$ cat src/rtl/rd_stage_tracker.sv
// Destination-register tracker for EX/MEM/WB forwarding tags, with load-use stall detection.
// Optional saturating stall counter enabled by defining RD_TRACKER_STALL_COUNT_EN.
module rd_stage_tracker #(
    parameter int REG_AW = 5,
    parameter int CNT_W  = 16
) (
    input  logic              clk,
    input  logic              rst_n,
    input  logic              id_valid,
    input  logic [REG_AW-1:0] id_rd,
    input  logic              id_reg_write,
    input  logic              id_mem_read,
    input  logic [REG_AW-1:0] id_rs1,
    input  logic [REG_AW-1:0] id_rs2,
    input  logic              id_uses_rs1,
    input  logic              id_uses_rs2,
    input  logic              flush_ex,
    output logic [REG_AW-1:0] rd_EX,
    output logic [REG_AW-1:0] rd_MEM,
    output logic [REG_AW-1:0] rd_WB,
    output logic              stall_id,
    output logic              bubble_ex,
    output logic [CNT_W-1:0]  stall_count
);

    // EX stage state (p0); mem_read matters only while the load sits in EX
    logic              vld_p0;
    logic              wr_p0;
    logic              ld_p0;
    logic [REG_AW-1:0] rd_p0;
    // MEM stage state (p1)
    logic              vld_p1;
    logic              wr_p1;
    logic [REG_AW-1:0] rd_p1;
    // WB stage state (p2)
    logic              vld_p2;
    logic              wr_p2;
    logic [REG_AW-1:0] rd_p2;

    logic load_use;
    logic hit_rs1;
    logic hit_rs2;

    function automatic logic [REG_AW-1:0] tag(input logic vld, input logic wr,
                                              input logic [REG_AW-1:0] rd);
        return (vld && wr && (rd != '0)) ? rd : '0;
    endfunction

    always_comb begin
        hit_rs1  = id_uses_rs1 && (id_rs1 == rd_p0);
        hit_rs2  = id_uses_rs2 && (id_rs2 == rd_p0);
        load_use = id_valid && vld_p0 && ld_p0 && wr_p0 && (rd_p0 != '0)
                   && (hit_rs1 || hit_rs2);
    end

    // A redirect kills the ID instruction, so it must not also be held.
    assign stall_id  = load_use && !flush_ex;
    assign bubble_ex = load_use || flush_ex || !id_valid;

    assign rd_EX  = tag(vld_p0, wr_p0, rd_p0);
    assign rd_MEM = tag(vld_p1, wr_p1, rd_p1);
    assign rd_WB  = tag(vld_p2, wr_p2, rd_p2);

    always_ff @(posedge clk) begin
        if (!rst_n) begin
            vld_p0 <= 1'b0;
            wr_p0  <= 1'b0;
            ld_p0  <= 1'b0;
            rd_p0  <= '0;
            vld_p1 <= 1'b0;
            wr_p1  <= 1'b0;
            rd_p1  <= '0;
            vld_p2 <= 1'b0;
            wr_p2  <= 1'b0;
            rd_p2  <= '0;
        end else begin
            // MEM -> WB, EX -> MEM: never stalled
            vld_p2 <= vld_p1;
            wr_p2  <= wr_p1;
            rd_p2  <= rd_p1;
            vld_p1 <= vld_p0;
            wr_p1  <= wr_p0;
            rd_p1  <= rd_p0;
            // ID -> EX
            if (bubble_ex) begin
                vld_p0 <= 1'b0;
                wr_p0  <= 1'b0;
                ld_p0  <= 1'b0;
                rd_p0  <= '0;
            end else begin
                vld_p0 <= 1'b1;
                wr_p0  <= id_reg_write;
                ld_p0  <= id_mem_read;
                rd_p0  <= id_rd;
            end
        end
    end

`ifdef RD_TRACKER_STALL_COUNT_EN
    logic [CNT_W-1:0] cnt_q;

    function automatic logic [CNT_W-1:0] sat_inc(input logic [CNT_W-1:0] v);
        return (&v) ? v : v + 1'b1;
    endfunction

    always_ff @(posedge clk) begin
        if (!rst_n) begin
            cnt_q <= '0;
        end else if (stall_id) begin
            cnt_q <= sat_inc(cnt_q);
        end
    end

    assign stall_count = cnt_q;
`else
    assign stall_count = '0;
`endif

endmodule

$ cat config.mk
export PLATFORM = sky130hd
export DESIGN_NAME = rd_stage_tracker
export DESIGN_NICKNAME = d
export VERILOG_FILES = /design/src/rtl/rd_stage_tracker.sv
export SDC_FILE = /design/constraint.sdc
export NUM_CORES = 1
export LEC_CHECK = 0
export ABC_CLOCK_PERIOD_IN_PS = 1400
export CAP_MARGIN = 0
export CELL_PAD_IN_SITES_DETAIL_PLACEMENT = 0
export CELL_PAD_IN_SITES_GLOBAL_PLACEMENT = 1
export CORE_MARGIN = 10
export CORE_UTILIZATION = 25
export CTS_BUF_LIST = sky130_fd_sc_hd__clkbuf_8
export CTS_CLUSTER_SIZE = 24
export DETAILED_ROUTE_END_ITERATION = 7
export PLACE_DENSITY_LB_ADDON = 0.1
export SYNTH_ARGS = -nofsm -noshare
export SYNTH_HDL_FRONTEND = slang
export SYNTH_SLANG_ARGS = --single-unit
$ cat constraint.sdc
create_clock -name clk -period 1.4 [get_ports clk]
set_clock_uncertainty 0.15 [all_clocks]
set_input_delay 0.21 -clock clk [delete_from_list [all_inputs] [get_ports clk]]
set_output_delay 0.21 -clock clk [all_outputs]
set_load 0.02 [all_outputs]
== Word-level counts from Yosys, hierarchy flattened ==
Cells that the tools add are included.
Word-level totals
  bits in registers: 22
Cells by class
  eq/ne operators: 2
  mux-type cells: 4
  bitwise operators: 1
  reduce and logical (&&, ||, !) cells: 23
Operators by type and width (number)
  5-bit two-way mux: 3
  5-bit nonzero test: 3
  1-bit logical AND: 14
  5-bit equality test: 2
  1-bit logical OR: 3
  1-bit zero test: 2
  2-bit OR reduction: 1
  1-bit two-way mux: 1
  1-bit inverter: 1

== Depth between registers and ports, before layout ==
Gate-level depths: netlist of the first run.
  depth after elaboration: 8
  mapped depth: 4

== Worst setup path after synthesis of the first run ==
No wires, ideal clock.
  path type: register to output
  start point: register rd_p0[2]
  end point: output port bubble_ex
  arrival time: 1.226 ns
  path slack: -0.186 ns
  cell stages (with the launch flop): 5
  buffers on the path: 0
  path through: dfxtp_1 -> xnor2_1 -> nand4_1 -> o22a_1 -> o21ai_1
Between the ends
  word-level cells in the longest chain between the ends: 6
  elaborated cells on any way between the ends: 10
  those cells by class: eq/ne (2); reduce/logical (8)
RTL lines
  from (decl): RTL line 30  | logic [REG_AW-1:0] rd_p0;
  from (signal assigned): RTL line 94  | rd_p0 <= id_rd;
  5-bit equality test, on equally long branches: RTL line 50, 51
  1-bit logical AND, on equally long branches: RTL line 50, 51
  1-bit logical OR: RTL line 53  | && (hit_rs1 || hit_rs2);
  1-bit logical AND *: RTL line 53
  1-bit logical OR * (2 in series): RTL line 58  | assign bubble_ex = load_use || flush_ex || !id_valid;
  to (decl): RTL line 22  | output logic bubble_ex,
Every way passes the cells marked *; elsewhere a longest branch is shown, timed or not.

== Worst setup path in the final report of the first run ==
  start point: register rd_p0[4]
  end point: output port bubble_ex
Same word-level chain as after synthesis.

==> summary.md, run 1 <==
| Metric | Value |
|---|---|
| Nature of the critical path startpoint | flop |
| Top_reg_cell synth | dfxtp_1 |
| Failing checks | setup timing |
| Crit path kind | flop to output pin |
| GPL Wtd Cong | around 0.75 |
| Placed insts | between 200 and 250 |
| Post-synth EDFFs | 0 |
| Initial antenna violation count | 0 |
| Net count, final | 189 |
| Clock transition at path regs | roughly 70 ps |
| Worst EP required | 1040 ps |
| Worst Slack Setup Final | -442 ps |
| CTS Buffer Depth | 2 |
| PD cells | ~770 nW/um^2 |
| Maximum vdd drop | 0.000290 V |
| Ant. Diodes | 0 |
| Later-pin clock latency in the skew report | 260 ps |
| Die X | 83.7 um |
| Top-count cell post-synth | dfxtp_1 |
| H-tree levels | 1 |
| Vias | 863 |
| CTS Sinks | 22 |
| Hold Vio Cnt, Final | 0 |
| Status | finished with violations |
| Hpwl dp | between 2 and 2.5 mm |
| Synth area leader | dfxtp_1 |
| # rows | 23 |
| Leakage power | approximately 0.76 nW |
| Core area | 3970 um^2 |
| Initial Util | 25.5% |
| Non-Filler Instances | ~220 |
| Area growth from synthesis to layout | 64.9% |
| Top cells by area, synth | dfxtp_1 43%, buf_4 12%, and3_1 9.3% |
| Post-DRT Antenna Nets | 0 |
| Setup violators final | 12 |
| WL final | 2.80 mm |
| Mapped Area | 1010 um^2 |
| Max-cap violations | 0 |
| GRT Resource Usage Total | approximately 8.0% |
| Top cells by count, synth | 22 x dfxtp_1, 16 x buf_4, 15 x and3_1, 14 x and2_1, 10 x xnor2_1 |
| Global route total overflow | 0 |
| Worst min path class | flop to flop |
| Number of buffers created by CTS | 3 |
| Syn avg cell area | 9.13 um^2 |
| Final period utilization | 132% |
| IO Port Bufs | 39 |
| DRT Pass-1 Iters | 3 |
| Initial DRC Count | 23 |
| Die Y | 83.7 um |
| DR vias/cell | 4.01 |
| Root Driver | clkbuf_8 |
| WP data arrival | 1480 ps |
| CTS tree | built |
| Yosys reg bits | 22 |
| Hold buffers post-CTS | 0 |
| Drt drc | 0 |
| Cell variety after synth | 21 |
| Sequential area share after synthesis | 43.5% |
| Global-route wire length before repair | 4.58 mm |
| CP endpoint kind | output pin |
| Tmin final | ~1800 ps |
| Layout cells sized above 1 | between 40% and 50% |
| Largest net degree at the start of global routing | 23 |
| Final Max Tran Viols | 0 |
| Max FO, Critical Path | 3 |
| RSZ-0062 raised after global routing | yes |
| Full die area | approximately 7000 um^2 |
| Post-synth top area share | 43.5% |
| Ys Warns | 0 |
| Highest Clock Rate | 0.543 GHz |
| Synth Instances | 111 |
| Core Util, Final | 42.1% |
| Pwr Total | 1.29 mW |
| Routed len/inst | approximately 13 um |
| Ys async rst share | 0% |
| I/O pins | 56 |
| Vias in the first global route | 951 |
==> through the flow <==
step	worst slack, ps	setup TNS (ps)	hold slack [ps]	area, um^2
floorplan	-99.3	-173	187	1090
finish	-442	-1330	298	1670
detailed placement	-1040	-6780	284	1530
CTS	-458	-959	302	1630
global route	-581	-2430	326	1670
global placement	-1020	-6570	284	1530
==> logic make-up after synthesis <==
logic type,count (synthesis),share of synthesized area [%]
simple gates,46,26.8
flops,22,43.5
buf+inv,20,13.3
compound gates,12,7.41
xor+xnor,10,8.64
other cells,1,0.370
==> registers in the layout, indices dropped and copies added, names as in the netlist <==
name and flops:
ld_p0 1, rd_p0 5, rd_p1 5, rd_p2 5, vld_p0 1, vld_p1 1, vld_p2 1, wr_p0 1
wr_p1 1, wr_p2 1
==> layer usage <==
| layer | part of all wire [%] | GRT usage [%] | wire [um] | up-vias |
|---|---|---|---|---|
| met5 | 0 | 0 | 0 | - |
| met4 | 1.5 | 3.20 | 42 | 0 |
| met3 | 8.3 | 4.00 | 233 | 5 |
| met2 | 57 | 15.7 | 1590 | 26 |
| met1 | 33 | 6.61 | 938 | 382 |
| li1 | - | - | - | 450 |
==> where the power goes <==
part           switching, mW  internal [mW]
Sequential            0.0108          0.632
Clock                  0.187          0.250
Combinational          0.100          0.107
==> timing repair <==
item,in CTS,in global routing
endpoints found under the setup margin,25,20
gates resized for setup,104,20
pin swaps,9,8
setup buffers,0,1
==> worst max-delay path: stages (launching register included) <==
cell     delay, ps
dfxtp_4        370
xnor2_2        130
nand4_1        160
o22a_1         280
o21ai_2        160
buf_6          130
==> layout by cell type, fill, tap and decap left out, types with 3 or more instances in the layout <==
cell type        instances
a21oi_2                  9
and2_1                  14
and3_1                  10
and3_4                   5
buf_2                   10
buf_4                   10
buf_6                   11
clkbuf_8                 4
clkdlybuf4s50_1         14
conb_1                  16
dfxtp_1                 11
dfxtp_2                  6
dfxtp_4                  5
dlygate4sd2_1            8
nand2_1                  3
nand3_1                  7
nand4_1                  3
xnor2_1                  4
xnor2_2                  6
==> worst paths after layout <==
kind         startpoint        end  slack, ps  cells past startpoint
max            rd_p0[4]  bubble_ex       -440                      5
min            rd_p1[4]   rd_p2[4]        300                      1
max reg2reg    rd_p0[4]   rd_p0[0]        -60                      6
min reg2reg    rd_p1[4]   rd_p2[4]        300                      1
==> layout make-up <==
type	instances	area (um^2)
clock buffer	4	55.1
sequential	22	467
multi-input combinational	84	604
fill	409	2300
inverter	1	3.75
tap	50	62.6
timing repair buffer	54	479
(Power assumes the default switching activity.)
==> run 2, diff against run 1 <==
Settings changed: CAP_MARGIN 0 to 5, SLEW_MARGIN from default to 30.
==> results of run 2 <==
No change in the layout: final DEF, timing and power equal those of run 1.
